$ cat config.mk
export PLATFORM = sky130hd
export DESIGN_NAME = sar_search
export DESIGN_NICKNAME = d
export VERILOG_FILES = /design/src/rtl/sar_pkg.sv /design/src/rtl/sar_search.sv
export SDC_FILE = /design/constraint.sdc
export NUM_CORES = 1
export LEC_CHECK = 0
export ABC_CLOCK_PERIOD_IN_PS = 2530
export BUFFER_PORTS_ARGS = -buffer_cell sky130_fd_sc_hd__buf_2
export CAP_MARGIN = 15
export CORE_UTILIZATION = 48
export CTS_CLUSTER_SIZE = 12
export DETAILED_ROUTE_END_ITERATION = 12
export PLACE_DENSITY = 0.71
export RECOVER_POWER = 25
export SETUP_SLACK_MARGIN = 0.5
export SLEW_MARGIN = 20
export SYNTH_ARGS = -nofsm -noshare
export SYNTH_HDL_FRONTEND = slang
export SYNTH_SLANG_ARGS = --single-unit
$ cat constraint.sdc
create_clock -name clk -period 2.53 [get_ports clk]
set_input_delay 0.759 -clock clk [delete_from_list [all_inputs] [get_ports clk]]
set_output_delay 0.759 -clock clk [all_outputs]
set_load 0.05 [all_outputs]
$ cat src/rtl/sar_pkg.sv
// sar_pkg: shared state encoding and default width for the successive-approximation search controller
package sar_pkg;
    typedef enum logic {SAR_IDLE, SAR_SEARCH} sar_state_t;
    localparam int SAR_W_DEFAULT = 4;
endpackage

$ cat src/rtl/sar_search.sv
// sar_search: successive-approximation search steering an external magnitude comparator
module sar_search
    import sar_pkg::*;
#(
    parameter int W = SAR_W_DEFAULT
) (
    input  logic         clk,
    input  logic         rst_n,
    input  logic         start,
    input  logic         agb,
    input  logic         asb,
    input  logic         aeb,
    output logic [W-1:0] probe,
    output logic         busy,
    output logic         done,
    output logic [W-1:0] result,
    output logic         found,
    output logic         err
);
    localparam int IW = (W > 1) ? $clog2(W) : 1;
    sar_state_t   state;
    logic [IW-1:0] idx;
    logic [W-1:0] bit_i, bit_n;
    logic         one_hot;
    assign bit_i   = W'(1) << idx;
    assign bit_n   = bit_i >> 1;
    assign one_hot = (agb ^ asb ^ aeb) & ~(agb & asb & aeb);
    // A search ends on bad flags, an exact hit, or after the last bit is resolved.
    always_ff @(posedge clk) begin
        if (!rst_n) begin
            state  <= SAR_IDLE;
            probe  <= '0;
            idx    <= '0;
            busy   <= 1'b0;
            done   <= 1'b0;
            result <= '0;
            found  <= 1'b0;
            err    <= 1'b0;
        end else begin
            done <= 1'b0;
            if (state == SAR_IDLE) begin
                if (start) begin
                    state <= SAR_SEARCH;
                    busy  <= 1'b1;
                    probe <= W'(1) << (W - 1);
                    idx   <= IW'(W - 1);
                    found <= 1'b0;
                    err   <= 1'b0;
                end
            end else if (!one_hot || aeb || idx == '0) begin
                state  <= SAR_IDLE;
                busy   <= 1'b0;
                done   <= 1'b1;
                result <= (one_hot && agb) ? (probe & ~W'(1)) : probe;
                found  <= one_hot && !asb;
                err    <= !one_hot || asb;
            end else begin
                probe <= agb ? ((probe & ~bit_i) | bit_n) : (probe | bit_n);
                idx   <= idx - 1'b1;
            end
        end
    end
endmodule

# == Word-level counts from Yosys, hierarchy flattened ==
# Cells that the tools add are included.
# word_totals
regBits,15
input_bits,6
out_inout_bits,12
word_cells,55
# classes
n_addsub,1
n_eq_ne,2
shift,1
n_mux,20
bitwise,10
n_reduce_logical,13
# ops
operator,n
4-bit 2-to-1 mux,4
1-bit 2-to-1 mux,13
4-bit by 3-bit OR with 4-bit output,2
2-bit AND reduction,4
2-bit 2-to-1 mux,3
4-bit bitwise AND,1
4-bit NOT,1
"1-bit by 2-bit left shift with 4-bit output, first input constant",1
1-bit bitwise AND,3
1-bit logical OR,3
1-bit logical AND,2
1-bit logical NOT,2
2-bit logical NOT,1
"2-bit by 1-bit != test with 1-bit output, second input constant",1
"2-bit != test, second input constant",1
2-bit nonzero test,1
"2-bit by 1-bit subtractor with 2-bit output, second input constant",1
1-bit XOR,2
1-bit NOT,1

# == Depth between registers and ports, before layout ==
# logic_depth
ltp_word,9
depth_mapped,6
depth_no_buf,5

# == Worst setup path after synthesis ==
# Ideal clock, no wire load.
# synth_path
path_kind,in2reg
from,in agb
to,reg err
setup_ps,115
arrival_ps,1846
required_time_ps,2415
slack_ps,569
cell_stages,6
path_buffers,1
cell_sequence,ha_1 -> ha_1 -> nor2b_1 -> buf_2 -> o211a_1 -> o21a_1
# synth_via
elab_chain_len,9
elab_cells_between_ends,14
cone_classes,eq/ne (1); mux (2); bitwise (6); reduce/logical (5)
# synth_rtl
element,line_no,text
from (decl),sar_search.sv:10,"input logic agb,"
1-bit bitwise AND (2 in series),sar_search.sv:27,assign one_hot = (agb ^ asb ^ aeb) & ~(agb & asb & aeb);
1-bit NOT,sar_search.sv:27,
1-bit bitwise AND *,sar_search.sv:27,
1-bit logical NOT *,"sar_search.sv:50, sar_search.sv:56",
1-bit logical OR (2 in series),sar_search.sv:50,end else if (!one_hot || aeb || idx == '0) begin
2-bit by 1-bit != test with 1-bit output (no line),--,
2-bit AND reduction (no line),--,
to (signal assigned),sar_search.sv:56,err <= !one_hot || asb;
to (decl),sar_search.sv:18,output logic err
# Mark *: on every way between the ends. The rest lies on a longest branch, timed or not. The select of a mux whose other input is x is not followed.
# A chain may end at the register's enable or synchronous reset.

# == Worst setup path in the final report ==
# Same ends and word-level chain as after synthesis.

==> qor.yml <==
status: "finished, final reports clean"
critical_path.max_fanout: 5
cts_made_buffers: 3
synth_cell_types: 27
start_kind: "input pin"
grt_use_total_pct: 20.9
vias: 605
clock_latency_ns: 0.28
ctsHoldBuffers: 0
die_w_um: 40.9
finalNetCount: 107
area_delta_synth_final_pct: 13.0
initial_core_util_pct: 53.7
skew_ns: 0.000936
coreArea_um2: 1350
seq_area_frac_synth_pct: 41.5
arrival_ns: 2.08
ys_seq_elements: 15
gp_congestion: 0.785
leakagePower_nw: 0.344
cts_tree: "done"
clock_path_buffers: 2
timing.setup.tns_ns: 0
root_buffer: "clkbuf_4"
fmaxAchievable_mhz: 528
switchingPower_uw: 146
drt-wirelength-per-cell_um: 13.2
drt_wl_total_um: 1440
power_frac_seq_pct: 53.0
setup_viol: 0
sw_frac_of_total_pct: 30.2
fp.dieH_um: 40.9
worst_pin_slew_ns: 0.596
finish.utilization_pct: 60.6
drt_pre_antenna_iters: 4
final_area_um2: 818
drive_gt1_share_pct: 22.3
grt_overflow_total: 0
synth_nets: 89
grt_pass1_wl_um: 2170
p_per_area_nw_per_um2: 590
post-cts-setup-buffer-count: 0
grt_max_degree: 12
setup_ws_ns: 0.636
cts_max_level: 1
pre_cts_ws_ns: 0.291
clock-sinks: 15
dieArea_um2: 1670
rrSetupSlack_ns: 0.95
path_class: "input pin to flip-flop"
rows: 13
antenna_found_initial: 0
p_comb_share_pct: 18.6
syn_area_per_cell_um2: 9.41
postRouteAntennaNets: 0
nFillCells: 133
hpwl_um: 1070
drt_first_iter_violations: 13
period_share_pct: 74.9
hold_violations: 0
ir_worst_vdd_mv: 0.309
synthCells: 77
period_minus_slack_ns: 1.89
clk_pin_slew_ns: 0.09
syn_area_um2: 724
rsz0062_at_grt: "no"
end_kind: "flip-flop"
dpl_cell_area_um2: 797
portBuffers: 17
internal_power_uw: 337
ys_warn_count: 0
required_ns: 2.72
pin_count: 18
clockPowerShare_pct: 28.4
drcViolationCount: 0
cap_violations: 0
vias_per_cell: 5.55
slew_violations: 0
max-slew-margin-rel_pct: 60.4
grt_pass1_vias: 520
n_antenna_cell: 0
min_path_type: "flip-flop to flip-flop"
-- what timing repair did --
item	4_1_cts	5_1_grt
endpoints found under the hold margin	0	0
resized for setup	0	1
setup endpoints to repair	0	3
-- worst paths after layout --
| kind | startpoint | depth (start not counted) | end |
|---|---|---|---|
| worst min register to register | result[0] | 2 | result[0] |
| worst max register to register | idx[0] | 5 | idx[1] |
| worst min-delay path | result[0] | 2 | result[0] |
| worst max-delay path | agb | 6 | err |
-- final cells by class --
| type | instances | area [um^2] | share of cell area (%) |
|---|---|---|---|
| well taps | 15 | 18.8 | 2.29 |
| flip-flops and latches | 15 | 300 | 36.7 |
| repair buffers | 17 | 77.6 | 9.48 |
| inverters | 5 | 18.8 | 2.29 |
| clock buffers | 4 | 26.3 | 3.21 |
| multi-input cells | 53 | 377 | 46.0 |
-- metal layers --
layer	track usage, %	routed length (um)	vias to the layer above
li1	-	-	310
met1	20.3	630	276
met2	37.9	703	15
met3	6.52	69	4
met4	12.5	32	0
met5	0	0	-
-- metrics by stage --
stage               cells  hold WS (ns)  total power, mW
finish                109         0.468            0.482
global route          109         0.487            0.505
CTS                   109         0.474            0.486
detailed placement    105         0.462            0.351
global placement      105         0.449            0.348
floorplan              77         0.524            0.331
-- critical path: stages --
cell,delay [ns]
clkbuf_1,0.19
ha_1,0.29
ha_1,0.29
a211oi_1,0.29
nor3_1,0.08
o21a_1,0.18
-- cell usage in the layout, fill, tap and decap left out, types with 3 or more instances in the layout --
master and count:
dfxtp_1 15, buf_2 11, a21oi_1 8, clkbuf_1 7, ha_1 6, inv_1 5, o21ai_0 5, nand3_1 4
a211oi_1 3, nor3_1 3, nor3_2 3, nand2_1 3, nor2_1 3, clkbuf_4 3
-- registers in the layout, indices dropped and copies added (netlist names) --
signal / count
probe: 4
err: 1
busy: 1
result: 4
idx: 2
found: 1
done: 1
state: 1
-- power by group through the flow --
| stage | logic [mW] | clock network (mW) | registers [mW] |
|---|---|---|---|
| finish | 0.0896 | 0.137 | 0.256 |
| global route | 0.0982 | 0.149 | 0.258 |
| CTS | 0.0899 | 0.140 | 0.256 |
| detailed placement | 0.0896 | 0 | 0.261 |
| global placement | 0.0875 | 0 | 0.261 |
| floorplan | 0.0503 | 0 | 0.281 |
-- cell usage after synthesis --
cell	instances	share of area, %
o211ai_1	1	1.0
nor3_1	3	2.1
a21oi_1	8	5.5
nand2b_1	2	1.7
o21a_1	1	1.0
buf_2	1	0.69
a211oi_2	2	3.5
o211a_1	1	1.4
ha_1	6	10
dfxtp_1	15	41
buf_6	2	3.1
inv_1	5	2.6
nand3_1	4	2.8
nor2_1	3	1.6
and3b_1	1	1.2
clkbuf_1	1	0.52
nand3b_1	1	1.0
nand2_1	3	1.6
o21ai_0	5	3.5
a21boi_0	1	1.0
and2b_2	1	1.2
nor2b_1	1	0.86
o2bb2ai_1	1	1.2
a211oi_1	3	3.1
a22oi_1	1	1.0
a31oi_1	1	0.86
nor3_2	3	4.1
-- cells by family after synthesis --
logic type	share of synthesized area [%]
simple gates	18.1
flops	41.5
buf+inv	6.91
fa+ha+maj	10.4
compound gates	23.1
(Power assumes the default switching activity.)
